==> config.mk <==
export PLATFORM = sky130hd
export DESIGN_NAME = uart_tx_arbiter
export DESIGN_NICKNAME = d
export VERILOG_FILES = /design/src/rtl/uart_tx_arbiter.sv
export SDC_FILE = /design/constraint.sdc
export NUM_CORES = 1
export LEC_CHECK = 0
export BUFFER_PORTS_ARGS = -buffer_cell sky130_fd_sc_hd__buf_2
export CAP_MARGIN = 20
export CORE_MARGIN = 2
export CORE_UTILIZATION = 25
export CTS_BUF_LIST = sky130_fd_sc_hd__clkbuf_8
export DETAILED_ROUTE_END_ITERATION = 8
export SLEW_MARGIN = 25
export SYNTH_ARGS = -nofsm -noshare
export SYNTH_HDL_FRONTEND = slang
export SYNTH_SLANG_ARGS = --single-unit
==> constraint.sdc <==
create_clock -name clk -period 3.7 [get_ports clk]
set_input_delay 0.185 -clock clk [delete_from_list [all_inputs] [get_ports clk]]
set_output_delay 0.185 -clock clk [all_outputs]
set_load 0.05 [all_outputs]
==> src/rtl/uart_tx_arbiter.sv <==
// Round-robin arbiter sharing one UART transmitter among NUM_REQ byte sources, with packet lock
// and power gating of the baud-clock generator (warm-up before first byte, shut-off when idle).
module uart_tx_arbiter #(
   parameter int unsigned NUM_REQ    = 4,
   parameter int unsigned DATA_W     = 8,
   parameter int unsigned WARMUP_CYC = 4,
   parameter int unsigned IDLE_CYC   = 1024
) (
   input  logic                       clk,
   input  logic                       rst_n,
   input  logic [NUM_REQ-1:0]         req_valid,
   input  logic [NUM_REQ*DATA_W-1:0]  req_data,
   input  logic [NUM_REQ-1:0]         req_last,
   output logic [NUM_REQ-1:0]         req_ready,
   output logic                       tx_valid,
   output logic [DATA_W-1:0]          tx_data,
   input  logic                       tx_ready,
   output logic                       uart_en,
   output logic [$clog2(NUM_REQ)-1:0] grant_id,
   output logic                       busy
);

   localparam int unsigned ID_W = $clog2(NUM_REQ);
   localparam int unsigned WC_W = $clog2(WARMUP_CYC) + 1;
   localparam int unsigned IC_W = $clog2(IDLE_CYC) + 1;

   localparam logic [ID_W-1:0] LAST_ID  = ID_W'(NUM_REQ - 1);
   localparam logic [WC_W-1:0] WARM_END = WC_W'(WARMUP_CYC - 1);
   localparam logic [IC_W-1:0] IDLE_END = IC_W'(IDLE_CYC - 1);

   typedef enum logic [1:0] {StOff, StWarm, StArb, StXfer} state_e;

   state_e            state_q, state_d;
   logic [WC_W-1:0]   wcnt_q, wcnt_d;
   logic [IC_W-1:0]   icnt_q, icnt_d;
   logic [ID_W-1:0]   rr_q, rr_d;
   logic [ID_W-1:0]   grant_q, grant_d;
   logic              lock_q, lock_d;
   logic [DATA_W-1:0] data_q, data_d;
   logic              last_q, last_d;

   logic [ID_W-1:0] rr_pick, cand, win;
   logic            rr_found, win_ok, grant;

   // First valid requester strictly after the round-robin pointer, wrapping.
   always_comb begin
      rr_pick  = rr_q;
      rr_found = 1'b0;
      cand     = rr_q;
      for (int unsigned k = 1; k <= NUM_REQ; k++) begin
         cand = ID_W'((32'(rr_q) + k) % NUM_REQ);
         if (!rr_found && req_valid[cand]) begin
            rr_found = 1'b1;
            rr_pick  = cand;
         end
      end
   end

   // While locked only the packet owner may be granted.
   assign win    = lock_q ? grant_q : rr_pick;
   assign win_ok = lock_q ? req_valid[grant_q] : rr_found;
   assign grant  = (state_q == StArb) && win_ok;

   always_ff @(posedge clk or negedge rst_n) begin
      if (!rst_n) begin
         state_q <= StOff;
         wcnt_q  <= '0;
         icnt_q  <= '0;
         rr_q    <= LAST_ID;
         grant_q <= '0;
         lock_q  <= 1'b0;
         data_q  <= '0;
         last_q  <= 1'b0;
      end else begin
         state_q <= state_d;
         wcnt_q  <= wcnt_d;
         icnt_q  <= icnt_d;
         rr_q    <= rr_d;
         grant_q <= grant_d;
         lock_q  <= lock_d;
         data_q  <= data_d;
         last_q  <= last_d;
      end
   end

   always_comb begin
      state_d = state_q;
      wcnt_d  = wcnt_q;
      icnt_d  = icnt_q;
      rr_d    = rr_q;
      grant_d = grant_q;
      lock_d  = lock_q;
      data_d  = data_q;
      last_d  = last_q;
      unique case (state_q)
         StOff: begin
            if (|req_valid) begin
               state_d = StWarm;
               wcnt_d  = '0;
            end
         end
         StWarm: begin
            wcnt_d = wcnt_q + 1'b1;
            if (wcnt_q == WARM_END) begin
               state_d = StArb;
               icnt_d  = '0;
            end
         end
         StArb: begin
            if (grant) begin
               state_d = StXfer;
               grant_d = win;
               rr_d    = win;
               icnt_d  = '0;
               data_d  = DATA_W'(req_data >> (32'(win) * DATA_W));
               last_d  = req_last[win];
            end else if (!lock_q) begin
               if (icnt_q == IDLE_END) begin
                  state_d = StOff;
                  icnt_d  = '0;
               end else begin
                  icnt_d = icnt_q + 1'b1;
               end
            end
         end
         StXfer: begin
            if (tx_ready) begin
               state_d = StArb;
               lock_d  = ~last_q;
            end
         end
         default: state_d = StOff;
      endcase
   end

   always_comb begin
      req_ready = '0;
      if (grant) begin
         req_ready[win] = 1'b1;
      end
      tx_valid = (state_q == StXfer);
      tx_data  = data_q;
      uart_en  = (state_q != StOff);
      busy     = (state_q != StOff);
      grant_id = grant_q;
   end

endmodule

==> flow_metrics.tcl <==
set metrics [dict create \
    outcome "completed" \
    path_class "flop to output port" \
    ctsHoldBuffers 1 \
    synth_simple_gate_area_share_pct 17.8 \
    cts_max_level 2 \
    cellPowerDensity_nw_per_um2 830 \
    crit_fanout 19 \
    tightest_slew_ps 747 \
    first_iter_violations 83 \
    setup.worst_path.start "grant_id[1]" \
    cts_tree "yes" \
    synthFlopType "dfrtp_1" \
    hp-class "primary input to flop" \
    max_freq_ghz 0.389 \
    p_leak_nw 1.12 \
    fin_setup_tns_ps 0 \
    fin_cells 346 \
    num_vias 1617 \
    drv_slew 0 \
    first_pass_iters 4 \
    grt_first_pass_wirelength_um 7530 \
    grt_overflow 0 \
    start_util_pct 25.5 \
    synth_top_family_by_area "multiplexers" \
    wl_per_cell_um 12.5 \
    drtAntennaViolNets 0 \
    die_h_um 92.0 \
    rsz0062_at_grt "false" \
    grt_pass1_vias 1621 \
    synthTopCellsByCount "28 x dfrtp_1, 27 x mux2i_1, 14 x nand2_1" \
    synth_compound_area_share_pct 16.9 \
    syn_to_final_growth_pct 25.4 \
    num_antenna_cells 0 \
    end_kind "output port" \
    setup_viol 0 \
    dieArea_um2 8470 \
    dp_cells 337 \
    rows 32 \
    synthAdderAreaFrac_pct 1.94 \
    drt-vias-per-instance 4.67 \
    yosysTopAreaCell "dfrtp_1" \
    worstPathCellList "mux4_2, nor2b_4, nor3_4, nand2_1, nor2_1, buf_2" \
    ys_ff_latch 30 \
    postCtsResizedCells 0 \
    synthTopCellsByArea "dfrtp_1 36%, mux2i_1 14%, mux2_2 5.8%, o21ai_0 2.8%, dfstp_2 2.7%" \
    cap_viol_max_count 0 \
    period_share_pct 69.6 \
    synth_edf_count 0 \
    coreArea_um2 7610 \
    syn-instance-count 182 \
    synth_nets 228 \
    gp_congestion 0.764 \
    antenna_found_initial 0 \
    ys_types 55 \
    wirelength_um 4310 \
    clock-skew-final_ps 3.08 \
    clockBufferDepth 2 \
    cp-start-kind "flop" \
    worstReg2RegStart "lock_q" \
    cp_num_buf_inv 1 \
    cp_slowest_cell "nor3_4" \
    grt_use_total_pct 10.9 \
    synth_area_um2 1940 \
    dp_hpwl_um 3270 \
    synthXorXnorAreaFrac_pct 0 \
    yosysSeqAreaShare_pct 38.9 \
    critical_path_cell_count 6 \
    hold_start "tx_ready" \
    synthArstFlopShare_pct 100 \
    synth_top_area_share_pct 36.2 \
    cts.sinks 30 \
    cpPeakStageDelay_ps 620 \
    numPortBuffers 59 \
    clock_latency_ps 280 \
    regArea_um2 753 \
    peakVddDrop_v 0.000391 \
    drive_above_1_share_pct 39.8 \
    ff2ff_path_depth 6 \
    cts_root_buf "clkbuf_8" \
    drc_errors 0 \
    multi_input_area_um2 1130 \
    finalHoldViolCount 0 \
    post-synth-top-count-cell "dfrtp_1" \
    path_delay_family "simple AND/OR/NAND/NOR gates" \
    yosysWarnings 0 \
    cts.reportedPaths.clkPinSlew_ps 60 \
    grt_max_degree 31 \
    synthMuxAreaShare_pct 20.9 \
    fillCellCount 798 \
    fp.dieW_um 92.0 \
    crit_arrival_ps 2390 \
    postCtsSetupRepairBufs 0 \
    crit_required_ps 3510 \
    nets 289 \
    syn_area_per_cell_um2 10.6 \
    io_pins 60 \
    final.min_clock_period_ps 2570 \
    slew_headroom_pct 50.0 \
    min_path_cells 2 \
    cts_buffers 5 \
]
-- flip-flops by register name, summed over array words and instances (netlist names) --
register / flops
grant_id: 2
icnt_q: 11
last_q: 1
lock_q: 1
rr_q: 2
state_q: 2
tx_data: 8
wcnt_q: 3
-- power breakdown --
part	internal, mW	total [mW]	leakage [nW]	switching [mW]
Clock	0.146	0.265	0.0538	0.119
Combinational	0.492	1.22	0.704	0.730
Sequential	0.432	0.527	0.359	0.0954
-- final timing paths --
check / slack (ps) / endpoint
min: 120 / lock_q
max: 1130 / req_ready[1]
max reg2reg: 1550 / tx_data[1]
max in group asynchronous: 2760 / tx_data[4]
min reg2reg: 500 / lock_q
min in group asynchronous: 500 / wcnt_q[1]
-- kinds of logic after synthesis --
kind of cell,Yosys count
AOI/OAI and AO/OA,43
adders and majority gates,3
and+or+nand+nor,56
muxes,38
DFF,30
buffers and inverters,12
-- worst register-to-register path, cell delays in order, from the launching register on --
cell and delay (ps):
dfrtp_1 630, a211oi_1 160, a221oi_4 270, buf_4 350, mux2i_1 250, mux2i_1 90, mux2_2 290
-- through the flow --
stage	setup slack [ps]	utilization (%)	hold slack (ps)	cell area, um^2	power, mW
floorplan	688	-	-111	1940	1.54
global placement	1440	30.6	267	2330	1.75
finish	1130	31.9	124	2430	2.02
CTS	1060	31.9	115	2430	2.04
global route	904	31.9	134	2430	2.16
detailed placement	1320	30.6	280	2330	1.77
-- layout by cell type (no fill, tap or decap), types with 3 or more instances in the layout --
cell and n:
and3_1 3, a22o_1 3, nand2b_1 5, o21ai_0 11, clkbuf_8 6, dfrtp_1 28, mux2i_1 27, nand2_1 14
o21a_1 4, o31ai_1 3, inv_1 7, buf_2 59, ha_1 3, nand3_1 5, nor2_1 8, mux2_2 10
-- layer usage --
metal / track usage (%) / up-vias / share of wire [%]
met1: 14.6 / 768 / 49
met4: 3.48 / 0 / 1.2
met2: 16.9 / 45 / 45
met5: 0 / - / 0
li1: - / 797 / -
met3: 3.29 / 7 / 5.6
-- cell type report --
cell class | instances | area share [%]
Tap cell | 102 | 5.26
Sequential cell | 30 | 31.0
Clock buffer | 6 | 3.40
Clock inverter | 2 | 0.309
Timing Repair Buffer | 61 | 12.9
Multi-Input combinational cell | 140 | 46.4
Inverter | 5 | 0.773
Power figures use the tool's default switching activity.
